File: src/rtl/tamrin_3_pkg.sv
// Shared constants and types for the tamrin_3 Boolean function cell.
package tamrin_3_pkg;

    localparam int unsigned MINTERM_W   = 3;
    localparam int unsigned N_MINTERMS  = 8;

    // Default function: 2:1 mux, f = x1 ? x2 : x3.
    localparam logic [N_MINTERMS-1:0] TAMRIN3_TT_DEFAULT = 8'hCA;

    typedef logic [MINTERM_W-1:0] minterm_t;

    function automatic minterm_t minterm_idx(input logic a, input logic b, input logic c);
        return minterm_t'({a, b, c});
    endfunction

endpackage

File: src/rtl/tamrin_3.sv
// Three-input truth-table lookup with a registered copy of the result and
// a sticky record of which minterms have been sampled.
module tamrin_3
    import tamrin_3_pkg::*;
#(
    parameter logic [N_MINTERMS-1:0] TRUTH_TABLE = TAMRIN3_TT_DEFAULT,
    parameter logic                  RESET_F     = 1'b0
) (
    input  logic                  clk,
    input  logic                  rst_n,
    input  logic                  x1,
    input  logic                  x2,
    input  logic                  x3,
    input  logic                  clr_seen,
    output logic                  f,
    output logic                  f_q,
    output logic [N_MINTERMS-1:0] seen,
    output logic                  all_seen
);

    minterm_t              w_idx;
    logic                  r_f_q;
    logic [N_MINTERMS-1:0] r_seen;

    assign w_idx = minterm_idx(x1, x2, x3);
    assign f     = TRUTH_TABLE[w_idx];

    // Clear wins over recording the current minterm.
    always_ff @(posedge clk or negedge rst_n) begin
        if (!rst_n) begin
            r_f_q  <= RESET_F;
            r_seen <= '0;
        end else begin
            r_f_q <= f;
            if (clr_seen) begin
                r_seen <= '0;
            end else begin
                r_seen <= r_seen | (N_MINTERMS'(1) << w_idx);
            end
        end
    end

    assign f_q      = r_f_q;
    assign seen     = r_seen;
    assign all_seen = (r_seen == {N_MINTERMS{1'b1}});

endmodule

File: config.mk
export PLATFORM = sky130hd
export DESIGN_NAME = tamrin_3
export DESIGN_NICKNAME = d
export VERILOG_FILES = /design/src/rtl/tamrin_3_pkg.sv /design/src/rtl/tamrin_3.sv
export SDC_FILE = /design/constraint.sdc
export NUM_CORES = 1
export LEC_CHECK = 0
export ABC_CLOCK_PERIOD_IN_PS = 800
export CAP_MARGIN = 0
export CORE_AREA = 2 2 39 41
export CTS_BUF_LIST = sky130_fd_sc_hd__clkbuf_4
export DETAILED_ROUTE_END_ITERATION = 8
export DIE_AREA = 0 0 41 43
export GPL_ROUTABILITY_DRIVEN = 1
export GPL_TIMING_DRIVEN = 0
export PLACE_DENSITY_LB_ADDON = 0.12
export SYNTH_ARGS = -nofsm -noshare
export SYNTH_HDL_FRONTEND = slang
export SYNTH_SLANG_ARGS = --single-unit
File: constraint.sdc
create_clock -name clk -period 0.8 [get_ports clk]
set_input_delay 0.16 -clock clk [delete_from_list [all_inputs] [get_ports clk]]
set_output_delay 0.16 -clock clk [all_outputs]
set_load 0.05 [all_outputs]
==> qor.yml <==
drt_iter0_drc: 0
slowest_stage: "dfrtp_2"
status: "finished, violations left"
drv_slew: 0
grt_antenna_before_repair: 0
die_w_um: 41
period_share_pct: 153
grt_use_met3_pct: 1.57
gp_congestion: 0.697
tightest_slew_ps: 412
clk_pin_slew_ps: 60
routed_wl_um: 840
cts_tree: "yes"
critPathMaxStageDelay_ps: 380
crit_required_ps: 640
coreArea_mm2: 0.00138
num_io_pins: 17
path_cells: "nand4_1, nor2_4, buf_6"
area_growth_pct: 80.4
avgRoutedWirePerCell_um: 10.9
post-route-min-period_ps: 1220
start_util_pct: 27.7
cts_buffers: 3
root_buffer: "clkbuf_4"
p_per_area_mw_per_mm2: 1710
htreeDepth: 1
ir_drop_mv: 0.875
drc: 0
setup_viol: 12
grt_overflow: 0
path_delay_family: "flip-flops"
critPathCaptureType: "output pin"
clk_latency_ps: 250
dp.cells: 68
track_usage_pct: 11.0
arrival_ps: 1060
num_rows: 14
setup_ws_ps: -422
fin_tns_setup_ps: -2640
die_y_um: 43
path_buf_inv: 1
grt_busiest_layer: "met1"
drtPass1Iterations: 1
numPortBuffers: 15
hold_buffers: 0
design_area_um2: 691
min_path_type: "in2reg"
grt_pass1_vias: 306
fmax_mhz: 818
clock_skew_ps: 0
violations: "setup timing"
yosysWarningCount: 0
synthCells: 37
yosysUniqueCellTypes: 11
placed_area_um2: 571
n_antenna_cell: 0
maxCapViolCount: 0
p_leak_nw: 0.297
synth.ff_latch_count: 9
ant_nets: 0
grt_pass1_wl_um: 1330
finalPower_mw: 1.18
nNetsFinal: 68
layout-drive-gt1-share_pct: 55.7
instances_no_fill: 77
cts_buffer_depth: 2
vias: 343
worstPathMaxFanout: 3
crit_type: "reg2out"
die_area_mm2: 0.00176
synth_nets: 43
dp_slack_ps: -1210
vias_per_cell: 4.45
gr-usage-met2_pct: 15.3
synth_seq_area_share_pct: 58.8
slew_headroom_pct: 72.5
grt_setup_unrepaired: "true"
synth.avg_cell_area_um2: 10.3
grt_max_degree: 10
clock_sinks: 9
critical_path.startpoint_type: "register"
syn_area_um2: 383
timing_hold_violations_final: 0
grt_use_met1_pct: 15.8
-- power breakdown --
group	switching [mW]	total (mW)	internal (mW)	leakage, nW
Clock	0.151	0.376	0.226	0.0184
Combinational	0.169	0.300	0.131	0.171
Sequential	0.0196	0.503	0.483	0.108
-- cells by family after synthesis --
kind of cell,share of synthesized area (%)
DFF,58.8
AOI/OAI and AO/OA,10.8
muxes,2.94
and+or+nand+nor,19.6
buffers and inverters,7.84
-- synthesized netlist by cell type (all sizes together) --
| library cell | instances | area, um2 |
|---|---|---|
| dfrtp | 9 | 225 |
| a21oi | 7 | 35.0 |
| inv | 7 | 26.3 |
| nand3b | 3 | 22.5 |
| or3b | 3 | 26.3 |
| nand4 | 2 | 12.5 |
| nor2 | 2 | 7.51 |
| a31oi | 1 | 6.26 |
| clkbuf | 1 | 3.75 |
| mux2 | 1 | 11.3 |
| or3 | 1 | 6.26 |
-- state kept, by name (all words and copies together) (netlist names) --
| register | count |
|---|---|
| seen | 8 |
| f_q | 1 |
-- metal layers --
metal / share of wire, % / vias up
li1: - / 179
met1: 43 / 152
met2: 49 / 12
met3: 8.3 / 0
met4: 0 / 0
met5: 0 / -
-- cell usage in the layout (no fill, tap or decap) --
cell,count
a31oi_1,1
dfrtp_1,1
nand3b_1,3
buf_4,4
clkbuf_4,4
inv_1,7
buf_12,1
buf_8,4
clkdlybuf4s50_1,1
a21oi_1,6
or3_1,1
or3b_1,3
nor2_4,1
dfrtp_2,8
clkbuf_1,1
a21oi_2,1
mux2_4,1
nor2_1,1
nand4_1,2
buf_6,10
-- worst min-delay path, delay by kind of cell --
kind / cells / cell delay, ps
buffers and inverters: 1 / 80
AOI/OAI and AO/OA: 1 / 70
and+or+nand+nor: 1 / 70
-- final timing paths --
| path | startpoint | to | slack, ps | depth (start not counted) |
|---|---|---|---|---|
| worst max-delay path | seen[5]$_DFF_PN0_ | all_seen | -420 | 3 |
| worst min-delay path | x1 | seen[7]$_DFF_PN0_ | 170 | 3 |
| worst max register to register | seen[7]$_DFF_PN0_ | seen[7]$_DFF_PN0_ | -40 | 3 |
| worst min register to register | seen[2]$_DFF_PN0_ | seen[2]$_DFF_PN0_ | 550 | 2 |
| max in group asynchronous | rst_n | seen[6]$_DFF_PN0_ | 280 | 1 |
| min in group asynchronous | rst_n | f_q$_DFF_PN0_ | 200 | 1 |
-- through the flow --
stage	hold WS (ps)	util [%]
3_5_place_dp	491	41.2
2_1_floorplan	-136	-
4_1_cts	217	42.0
3_3_place_gp	471	41.2
5_1_grt	173	49.9
6_report	166	49.9
-- layout make-up --
cell class	count	area (um2)
Inverter	7	26.3
Multi-Input combinational cell	20	143
Buffer	1	3.75
Fill cell	135	693
Timing Repair Buffer	20	233
Sequential cell	9	235
Tap cell	16	20.0
Clock buffer	4	30.0
-- repair_timing --
| item | 4_1_cts | 5_1_grt |
|---|---|---|
| pin swaps | 3 | 1 |
| setup buffers | 1 | 4 |
| cloned | 0 | 0 |
| gates resized for setup | 82 | 26 |
| endpoints found under the setup margin | 20 | 12 |
Note: power is estimated with default switching activity, not from simulation.
